## src/rtl/ioctl_upload_ctrl_if.sv

```systemverilog
// SDRAM toggle req/ack read port used by the ioctl upload controller.
// master: controller (drives mem_req/mem_a); slave: SDRAM port (drives mem_ack/mem_q).
interface ioctl_upload_ctrl_if;
   logic        mem_req;
   logic        mem_ack;
   logic [22:0] mem_a;
   logic [15:0] mem_q;

   modport master (
      output mem_req,
      output mem_a,
      input  mem_ack,
      input  mem_q
   );

   modport slave (
      input  mem_req,
      input  mem_a,
      output mem_ack,
      output mem_q
   );
endinterface

```

## src/rtl/ioctl_upload_ctrl.sv

```systemverilog
// Core-to-host ioctl upload: fetches 16-bit SDRAM words over a toggle
// req/ack port and presents one byte per host read on ioctl_din.
// Ports: clk_sys, reset_n (async, active low); ioctl_upload/index/rd/addr
// from data_io; ioctl_din to data_io; mem (SDRAM port, master side);
// busy (fetch outstanding), overrun (sticky dropped read), checksum.
// Optional: UPLOAD_CHECKSUM_EN builds the running byte-sum adder;
// otherwise checksum is tied to 8'h00.
module ioctl_upload_ctrl #(
   parameter logic [7:0]  INDEX = 8'h04,
   parameter logic [22:0] BASE  = 23'h0,
   parameter logic [16:0] LEN   = 17'h01000,
   parameter logic [7:0]  FILL  = 8'hFF
) (
   input  logic                       clk_sys,
   input  logic                       reset_n,
   input  logic                       ioctl_upload,
   input  logic [7:0]                 ioctl_index,
   input  logic                       ioctl_rd,
   input  logic [24:0]                ioctl_addr,
   output logic [7:0]                 ioctl_din,
   ioctl_upload_ctrl_if.master        mem,
   output logic                       busy,
   output logic                       overrun,
   output logic [7:0]                 checksum
);

   localparam logic [1:0] S_IDLE  = 2'd0;
   localparam logic [1:0] S_FETCH = 2'd1;
   localparam logic [1:0] S_READY = 2'd2;
   localparam logic [1:0] S_DRAIN = 2'd3;

   logic [1:0]  state_q, state_d;
   logic [7:0]  din_q, din_d;
   logic        req_q, req_d;
   logic [22:0] a_q, a_d;
   logic        busy_q, busy_d;
   logic        ovr_q, ovr_d;
   logic [16:0] off_q, off_d;
   logic        cval_q, cval_d;
   logic [15:0] ctag_q, ctag_d;
   logic [15:0] cword_q, cword_d;
   logic        upl_q;
   logic        pend_q, pend_d;

   logic [16:0] nxt;
   logic        ack_ok;
   logic        rise;
   logic        start;
   logic        rd_acc;
   logic        fetch_go;

   // Offsets are 17 bits wide; upper host address bits are don't-care.
   logic unused_addr;
   assign unused_addr = ^ioctl_addr[24:17];

   assign nxt    = ioctl_addr[16:0] + 17'd1;
   assign ack_ok = (mem.mem_ack == req_q);
   assign rise   = ioctl_upload & ~upl_q;
   // pend_q remembers a rise that happened while draining, so it can
   // still start the upload once the FSM is back in IDLE.
   assign start  = (state_q == S_IDLE) && ioctl_upload &&
                   (ioctl_index == INDEX) && (rise || pend_q);
   assign rd_acc = (state_q == S_READY) && ioctl_upload && ioctl_rd;

   always_comb begin
      state_d  = state_q;
      din_d    = din_q;
      req_d    = req_q;
      a_d      = a_q;
      busy_d   = busy_q;
      ovr_d    = ovr_q;
      off_d    = off_q;
      cval_d   = cval_q;
      ctag_d   = ctag_q;
      cword_d  = cword_q;
      pend_d   = pend_q;
      fetch_go = 1'b0;

      if (!ioctl_upload) begin
         pend_d = 1'b0;
      end else if (rise && state_q != S_IDLE) begin
         pend_d = 1'b1;
      end

      if (ioctl_rd && busy_q) begin
         ovr_d = 1'b1;
      end

      unique case (state_q)
         S_IDLE: begin
            if (start) begin
               ovr_d    = 1'b0;
               off_d    = 17'd0;
               pend_d   = 1'b0;
               fetch_go = 1'b1;
            end
         end
         S_FETCH: begin
            if (!ioctl_upload) begin
               cval_d = 1'b0;
               if (ack_ok) begin
                  busy_d  = 1'b0;
                  state_d = S_IDLE;
               end else begin
                  state_d = S_DRAIN;
               end
            end else if (ack_ok) begin
               cword_d = mem.mem_q;
               ctag_d  = off_q[16:1];
               cval_d  = 1'b1;
               din_d   = off_q[0] ? mem.mem_q[15:8] : mem.mem_q[7:0];
               busy_d  = 1'b0;
               state_d = S_READY;
            end
         end
         S_READY: begin
            if (!ioctl_upload) begin
               cval_d  = 1'b0;
               state_d = S_IDLE;
            end else if (ioctl_rd) begin
               off_d = nxt;
               if (nxt >= LEN) begin
                  din_d = FILL;
               end else if (cval_q && ctag_q == nxt[16:1]) begin
                  din_d = nxt[0] ? cword_q[15:8] : cword_q[7:0];
               end else begin
                  fetch_go = 1'b1;
               end
            end
         end
         S_DRAIN: begin
            if (ack_ok) begin
               busy_d  = 1'b0;
               cval_d  = 1'b0;
               state_d = S_IDLE;
            end
         end
         default: begin
            state_d = S_IDLE;
         end
      endcase

      if (fetch_go) begin
         state_d = S_FETCH;
         a_d     = BASE + {7'd0, off_d[16:1]};
         req_d   = ~req_q;
         busy_d  = 1'b1;
      end
   end

   always_ff @(posedge clk_sys or negedge reset_n) begin
      if (!reset_n) begin
         state_q <= S_IDLE;
         din_q   <= 8'h00;
         req_q   <= 1'b0;
         a_q     <= 23'h0;
         busy_q  <= 1'b0;
         ovr_q   <= 1'b0;
         off_q   <= 17'h0;
         cval_q  <= 1'b0;
         ctag_q  <= 16'h0;
         cword_q <= 16'h0;
         upl_q   <= 1'b0;
         pend_q  <= 1'b0;
      end else begin
         state_q <= state_d;
         din_q   <= din_d;
         req_q   <= req_d;
         a_q     <= a_d;
         busy_q  <= busy_d;
         ovr_q   <= ovr_d;
         off_q   <= off_d;
         cval_q  <= cval_d;
         ctag_q  <= ctag_d;
         cword_q <= cword_d;
         upl_q   <= ioctl_upload;
         pend_q  <= pend_d;
      end
   end

`ifdef UPLOAD_CHECKSUM_EN
   logic [7:0] cks_q, cks_d;

   always_comb begin
      cks_d = cks_q;
      if (start) begin
         cks_d = 8'h00;
      end else if (rd_acc) begin
         cks_d = cks_q + din_q;
      end
   end

   always_ff @(posedge clk_sys or negedge reset_n) begin
      if (!reset_n) begin
         cks_q <= 8'h00;
      end else begin
         cks_q <= cks_d;
      end
   end

   assign checksum = cks_q;
`else
   logic unused_cks;
   assign unused_cks = rd_acc;
   assign checksum   = 8'h00;
`endif

   assign ioctl_din   = din_q;
   assign mem.mem_req = req_q;
   assign mem.mem_a   = a_q;
   assign busy        = busy_q;
   assign overrun     = ovr_q;

endmodule

```

## src/flat_wrapper.sv

```systemverilog
// flat-port wrapper written by rule: the top's interface ports become plain ports
module ioctl_upload_ctrl_flat 
#(
   parameter logic [7:0]  INDEX = 8'h04,
   parameter logic [22:0] BASE  = 23'h0,
   parameter logic [16:0] LEN   = 17'h01000,
   parameter logic [7:0]  FILL  = 8'hFF
)
  (clk_sys, reset_n, ioctl_upload, ioctl_index, ioctl_rd, ioctl_addr, ioctl_din, busy, overrun, checksum, mem_mem_req, mem_mem_a, mem_mem_ack, mem_mem_q);
  ioctl_upload_ctrl_if mem_i ();
  input  logic clk_sys;
  input  logic reset_n;
  input  logic ioctl_upload;
  input  logic [7:0] ioctl_index;
  input  logic ioctl_rd;
  input  logic [24:0] ioctl_addr;
  output logic [7:0] ioctl_din;
  output logic busy;
  output logic overrun;
  output logic [7:0] checksum;
  output wire logic [$bits(mem_i.mem_req)-1:0] mem_mem_req;
  output wire logic [$bits(mem_i.mem_a)-1:0] mem_mem_a;
  input wire logic [$bits(mem_i.mem_ack)-1:0] mem_mem_ack;
  input wire logic [$bits(mem_i.mem_q)-1:0] mem_mem_q;
  assign mem_mem_req = mem_i.mem_req;
  assign mem_mem_a = mem_i.mem_a;
  assign mem_i.mem_ack = mem_mem_ack;
  assign mem_i.mem_q = mem_mem_q;
  ioctl_upload_ctrl #(.INDEX(INDEX), .BASE(BASE), .LEN(LEN), .FILL(FILL)) u_core (.clk_sys(clk_sys), .reset_n(reset_n), .ioctl_upload(ioctl_upload), .ioctl_index(ioctl_index), .ioctl_rd(ioctl_rd), .ioctl_addr(ioctl_addr), .ioctl_din(ioctl_din), .mem(mem_i), .busy(busy), .overrun(overrun), .checksum(checksum));
endmodule
```

## config.mk

```make
export PLATFORM = sky130hd
export DESIGN_NAME = ioctl_upload_ctrl_flat
export DESIGN_NICKNAME = d
export VERILOG_FILES = /design/src/rtl/ioctl_upload_ctrl_if.sv /design/src/rtl/ioctl_upload_ctrl.sv /design/src/flat_wrapper.sv
export SDC_FILE = /design/constraint.sdc
export NUM_CORES = 1
export LEC_CHECK = 0
export BUFFER_PORTS_ARGS = -buffer_cell sky130_fd_sc_hd__buf_4
export CAP_MARGIN = 20
export CORE_MARGIN = 1
export CORE_UTILIZATION = 35
export CTS_CLUSTER_SIZE = 30
export DETAILED_ROUTE_END_ITERATION = 8
export PLACE_DENSITY_LB_ADDON = 0.08
export SYNTH_ARGS = -nofsm -noshare
export SYNTH_HDL_FRONTEND = slang
export SYNTH_SLANG_ARGS = --single-unit
export TNS_END_PERCENT = 100
```

## constraint.sdc

```tcl
create_clock -name clk_sys -period 7 [get_ports clk_sys]
set_input_delay 2.1 -clock clk_sys [delete_from_list [all_inputs] [get_ports clk_sys]]
set_output_delay 2.1 -clock clk_sys [all_outputs]
set_load 0.05 [all_outputs]
```

Yosys cells after proc, flatten, opt, wreduce, memory -nomap -nowiden
Index checks and enable logic that the tools add are counted.
{"block": "word_totals", "register_bits": 81, "romBits": 0, "latchBits": 0, "out_inout_bits": 42, "elab_cells": 98, "input_bits": 54, "memories": 0, "ram_bits": 0}
{"block": "op_classes", "mux": 40, "shifts": 0, "n_mul": 0, "n_div": 0, "add_sub_neg": 1, "magnitude_cmp": 1, "eq_ne": 18, "n_reduce_logical": 22, "bitwise": 3}
{"cell": "8-bit two-way mux", "count": 8}
{"cell": "17-bit two-way mux", "count": 3}
{"cell": "17-bit case mux with 2 select lines", "count": 1}
{"cell": "1-bit two-way mux", "count": 18}
{"cell": "17-bit by 1-bit adder with 17-bit output (second input constant)", "count": 1}
{"cell": "17-bit by 13-bit >= comparator with 1-bit output (second input constant)", "count": 1}
{"cell": "16-bit equality test", "count": 1}
{"cell": "8-bit case mux with 2 select lines", "count": 1}
{"cell": "2-bit two-way mux", "count": 6}
{"cell": "4-bit AND reduction", "count": 3}
{"cell": "2-bit nonzero test", "count": 5}
{"cell": "8-bit by 3-bit equality test with 1-bit output (second input constant)", "count": 1}
{"cell": "2-bit inequality test (second input constant)", "count": 4}
{"cell": "1-bit logical AND", "count": 6}
{"cell": "2-bit by 1-bit inequality test with 1-bit output (second input constant)", "count": 3}
{"cell": "3-bit by 2-bit inequality test with 1-bit output (second input constant)", "count": 2}
{"cell": "2-bit case mux with 3 select lines", "count": 1}
{"cell": "6-bit AND reduction", "count": 1}
{"cell": "2-bit equality test (second input constant)", "count": 2}
{"cell": "4-bit by 2-bit inequality test with 1-bit output (second input constant)", "count": 1}
{"cell": "4-bit nonzero test", "count": 1}
{"cell": "3-bit by 1-bit inequality test with 1-bit output (second input constant)", "count": 1}
{"cell": "3-bit inequality test (second input constant)", "count": 1}
{"cell": "1-bit case mux with 3 select lines", "count": 1}
{"cell": "11 further kinds", "count": 12}

Logic depth before layout (Yosys ltp)
{"block": "logic_depth", "word_depth": 10, "ltp_mapped": 11, "depth_no_buf": 9}

Worst setup path before layout
No wires, ideal clock.
{"block": "synth_path", "path_kind": "input-to-reg", "startpoint": "input port ioctl_addr[6]", "endpoint": "register u_core.a_q[0], in the netlist u_core.mem.mem_a[0]", "n_path_buf": 3, "setup_slack_ps": 2188, "stages": 11, "arrival_time_ps": 4687, "required_time_ps": 6875, "setup_time_ps": 125, "cell_sequence": "buf_2 nand4_2 or4_1 clkbuf_2 mux2i_1 or3b_2 a211oi_1 nand4_1 a41o_1 buf_6 mux2_4"}
{"block": "synth_between", "elab_chain_cells": 8, "elab_cells_between_ends": 9, "cone_classes": "add/sub (1); order compare (1); eq/ne (1); mux (5); reduce/logical (1)"}
{"element": "start, declared", "line_no": "flat_wrapper.sv:16", "source": "input logic [24:0] ioctl_addr;"}
{"element": "17-bit by 1-bit adder with 17-bit output *", "line_no": "ioctl_upload_ctrl.sv:56", "source": "assign nxt = ioctl_addr[16:0] + 17'd1;"}
{"element": "branches (longest 3 deep; another with 17-bit by 13-bit >= comparator with 1-bit output)"}
{"element": "1-bit two-way mux *", "line_no": "ioctl_upload_ctrl.sv:122", "source": "if (nxt >= LEN) begin"}
{"element": "1-bit two-way mux *", "line_no": "ioctl_upload_ctrl.sv:120", "source": "end else if (ioctl_rd) begin"}
{"element": "1-bit two-way mux *", "line_no": "ioctl_upload_ctrl.sv:117", "source": "if (!ioctl_upload) begin"}
{"element": "1-bit case mux with 2 select lines *", "line_no": "ioctl_upload_ctrl.sv:89", "source": "unique case (state_q)"}
{"element": "end signal, assigned", "line_no": "ioctl_upload_ctrl.sv:156", "source": "a_q <= 23'h0;"}
{"element": "end signal, assigned", "line_no": "ioctl_upload_ctrl.sv:169", "source": "a_q <= a_d;"}
{"element": "end, declared", "line_no": "ioctl_upload_ctrl.sv:35", "source": "logic [22:0] a_q, a_d;"}
Every way passes the cells marked *.
A chain may end at the register's enable or synchronous reset.

Worst setup path in the final report
{"block": "layout_path", "startpoint": "input port ioctl_addr[0]", "endpoint": "register u_core.din_q[3], in the netlist u_core.ioctl_din[3]"}
{"block": "layout_between", "elab_chain_cells": 7, "elab_cells_between_ends": 12, "cone_classes": "add/sub (1); order compare (1); eq/ne (2); mux (6); reduce/logical (2)"}
{"element": "17-bit by 1-bit adder with 17-bit output *", "line_no": "ioctl_upload_ctrl.sv:56"}
{"element": "branches (longest 6 deep; another with 17-bit by 13-bit >= comparator with 1-bit output)"}
{"element": "end signal, assigned", "line_no": "ioctl_upload_ctrl.sv:167", "source": "din_q <= din_d;"}
{"element": "end, declared", "line_no": "ioctl_upload_ctrl.sv:33", "source": "logic [7:0] din_q, din_d;"}
Every way passes the cells marked *. The select of a mux whose other input is x is not followed.

==> results.sh <==
export IMPL_avgViaCountPerCell=4.80
export IMPL_layout_cell_area_non_filler_um2=5350
export IMPL_grt_use_total_pct=16.4
export IMPL_end_kind="flip-flop"
export IMPL_cts_root_buffer="sky130_fd_sc_hd__clkbuf_16"
export IMPL_seq_power_share_pct=37.8
export IMPL_detail_route_antenna_nets=0
export IMPL_post_route_worst_setup_slack_ns=2.02
export IMPL_synth_adder_area_share_pct=1.71
export IMPL_tightestPinTransition_ns=0.699
export IMPL_postSynth_topFlopCell="sky130_fd_sc_hd__dfrtp_1"
export IMPL_power_share_switching_pct=36.6
export IMPL_layout_nets=522
export IMPL_fin_util_pct=44.2
export IMPL_yosys_warnings=0
export IMPL_setup_repair_after_global_routing_missed_its_margin="false"
export IMPL_via_count_of_the_first_global_routing_pass=3087
export IMPL_average_wire_per_cell_in_the_routed_design_um=15.5
export IMPL_drc=0
export IMPL_start_util_pct=36.3
export IMPL_dominant_combinational_cell_family_by_area_after_synthesis="multiplexers"
export IMPL_p_switching_uw=735
export IMPL_maxClockFrequency_mhz=201
export IMPL_average_cell_area_after_synthesis_um2=11.2
export IMPL_synth_cell_type_count=55
export IMPL_muxShareOfSynthArea_pct=19.6
export IMPL_row_count=40
export IMPL_synthSimpleGateAreaFrac_pct=11.3
export IMPL_power_total_mw=2.01
export IMPL_die_y_um=114
export IMPL_synth_enable_flop_cells=0
export IMPL_routed_via_count=3043
export IMPL_cts_setup_buffers=0
export IMPL_timing_max_transition_violations_final=0
export IMPL_instances_no_fill=634
export IMPL_drtIter0Drc=137
export IMPL_final_fill_count=1200
export IMPL_synth_yosys_seq_area_share_pct=46.2
export IMPL_hold_worst_slack_ns=0.485
export IMPL_comb_power_share_pct=38.5
export IMPL_critical_path_max_fanout=11
export IMPL_worst_clock_skew_ns=0.00973
export IMPL_ir_drop_mv=0.214
export IMPL_area_overhead_of_the_layout_relative_to_synthesis_pct=21.9
export IMPL_finalCriticalPeriod_ns=4.98
export IMPL_core_footprint_um2=12100
export IMPL_async_flop_share_pct=100
export IMPL_die_area_um2=13000
export IMPL_clock_network_fraction_of_total_power_pct=23.7
export IMPL_htree_levels=3
export IMPL_place_gp_congestion=0.815
export IMPL_static_leakage_power_nw=2.44
export IMPL_setup_violations_final=0
export IMPL_result_of_the_run="complete, no violations"
export IMPL_detailedPlacementHpwl_um=6880
export IMPL_fraction_of_final_layout_cells_sized_beyond_drive_strength_1_pct=33.5
export IMPL_detailedRoute_firstPassIterationCount=4
export IMPL_synth_xor_xnor_area_share_pct=6.38
export IMPL_globalRoute_totalOverflow=0
export IMPL_min_path_cells=2
export IMPL_worstHoldPathType="reg -> reg"
export IMPL_clock_latency_ns=0.34
export IMPL_diodes=0
export IMPL_cts_reportedPaths_clkPinSlew_ns=0.06
export IMPL_final_period_utilization_pct=71.2
export IMPL_io_pin_count=96
export IMPL_synth_ff_latch_count=81
export IMPL_power_per_cell_area_nw_per_um2=375
export IMPL_worst_setup_path_type="in -> reg"
export IMPL_final_hold_violation_count=0
export IMPL_grt_start_max_net_pins=82
export IMPL_worstPathRequired_ns=7.22
export IMPL_number_of_violations_of_the_max_capacitance_limit=0
export IMPL_timing_slew_headroom_pct=53.3
export IMPL_ctsHoldBuffers=0
export IMPL_placed_cells_incl_taps=618
export IMPL_setup_worst_path_start_class="input port"
export IMPL_fraction_of_the_mapped_netlist_area_in_compound_gates_pct=9.09
export IMPL_postSynthCellCount=393
export IMPL_postCtsResizedCells=0
export IMPL_clk_path_buf_depth=2
export IMPL_die_width_um=114
export IMPL_grt_antenna_before_repair=0
export IMPL_worstRegToRegCells=8
export IMPL_worst_endpoint_arrival_ns=5.21
export IMPL_mappedNetlistArea_um2=4390
export IMPL_placed_cell_area_um2=5030
export IMPL_post_place_ws_ns=1.62
export IMPL_internal_power_mw=1.27
export IMPL_totalWireLength_um=9860
export IMPL_place_port_buffers=72
export IMPL_fin_setup_tns_ns=0
export IMPL_cts_tree="yes"
export IMPL_grt_first_pass_wirelength_um=16300
export IMPL_cts_buffers=9
export IMPL_clkSinkCount=81
worst max-delay path: stages:
cell and delay (ns):
sky130_fd_sc_hd__buf_4 0.23, sky130_fd_sc_hd__ha_1 0.26, sky130_fd_sc_hd__nand4_1 0.30, sky130_fd_sc_hd__nor3_2 0.35, sky130_fd_sc_hd__o21ai_0 0.14, sky130_fd_sc_hd__mux2_2 0.28, sky130_fd_sc_hd__a2111oi_0 0.37, sky130_fd_sc_hd__nand4_1 0.24
sky130_fd_sc_hd__a21oi_2 0.52, sky130_fd_sc_hd__mux2_2 0.40
state kept, by name (all words and copies together) (netlist names):
name                flops
u_core.busy             1
u_core.ctag_q          16
u_core.cval_q           1
u_core.cword_q         16
u_core.ioctl_din        8
u_core.mem.mem_a       16
u_core.mem.mem_req      1
u_core.off_q           17
u_core.overrun          1
u_core.pend_q           1
u_core.state_q          2
u_core.upl_q            1
layout by cell type, fill, tap and decap left out, drive strengths merged, types with 2 or more instances in the layout:
cell type and instances:
buf 79, a22oi 7, dfrtp 81, a21oi 10, nor2b 2, nand3 6, xor2 12, o2111ai 2
a2111oi 2, o22ai 2, clkbuf 13, nand2 35, nor3 6, xnor2 20, mux2 56, nor3b 2
o21ai 25, o311ai 2, a211oi 3, nand4 8, nor2 14, nor4 4, conb 15, inv 9
and2 3, nand2b 7, mux2i 17, ha 6
power groups by stage:
stage | sequential (mW) | combinational [mW] | clock, mW
after floorplan | 0.860 | 0.470 | 0
after global placement | 0.761 | 0.769 | 0
after detailed placement | 0.767 | 0.777 | 0
after CTS | 0.761 | 0.779 | 0.490
after global routing | 0.785 | 0.849 | 0.513
final | 0.760 | 0.773 | 0.476
cell families (layout without fill, tap and decap cells):
| kind of cell | count (synthesis) | in the layout |
|---|---|---|
| XOR/XNOR | 32 | 32 |
| multiplexers | 73 | 73 |
| AND/OR/NAND/NOR | 94 | 94 |
| adder cells (fa/ha/maj) | 6 | 6 |
| flip-flops | 81 | 81 |
| AO/OA/AOI/OAI | 62 | 62 |
| buffers and inverters | 44 | 103 |
| other | 1 | 15 |
worst paths after layout:
path	from	to	slack [ns]
setup / recovery	ioctl_addr[0]	u_core.ioctl_din[3]	2.02
hold / removal	u_core.off_q[7]	u_core.ctag_q[6]	0.48
setup reg to reg	u_core.ctag_q[0]	u_core.ioctl_din[3]	4.23
hold reg to reg	u_core.off_q[7]	u_core.ctag_q[6]	0.48
max in group asynchronous	reset_n	u_core.busy	4.77
min in group asynchronous	reset_n	u_core.mem.mem_a[2]	1.63
routing by layer:
layer / share of wire, % / vias to the layer above / GRT usage [%]
li1: - / 1496 / -
met1: 48 / 1474 / 21.5
met2: 47 / 65 / 26.4
met3: 4.3 / 8 / 5.15
met4: 1.0 / 0 / 4.16
met5: 0 / - / 0
layout make-up:
type                    count  area, µm²  area share (%)
well taps                 168        210            3.93
clock inverters             2       37.5           0.701
multi-input cells         282       2170            40.6
flip-flops and latches     81       2030            37.9
inverters                   9       33.8           0.631
repair buffers             79        613            11.5
clock buffers              13        260            4.86
synthesized netlist by cell type, drive strengths merged, types with 2 or more instances:
| cell | n | area [µm²] |
|---|---|---|
| a2111oi | 2 | 17.5 |
| a211oi | 3 | 22.5 |
| a21oi | 10 | 53.8 |
| a22oi | 7 | 52.6 |
| and2 | 3 | 18.8 |
| buf | 21 | 160 |
| clkbuf | 14 | 53.8 |
| dfrtp | 81 | 2030 |
| ha | 6 | 75.1 |
| inv | 9 | 33.8 |
| mux2 | 56 | 691 |
| mux2i | 17 | 170 |
| nand2 | 35 | 131 |
| nand2b | 7 | 43.8 |
| nand3 | 6 | 42.5 |
| nand4 | 8 | 56.3 |
| nor2 | 14 | 52.6 |
| nor2b | 2 | 12.5 |
| nor3 | 6 | 40.0 |
| nor3b | 2 | 15.0 |
| nor4 | 4 | 25.0 |
| o2111ai | 2 | 17.5 |
| o21ai | 25 | 125 |
| o22ai | 2 | 12.5 |
| o311ai | 2 | 17.5 |
| xnor2 | 20 | 175 |
| xor2 | 12 | 105 |
No activity file was read; power rests on OpenSTA's default activity.
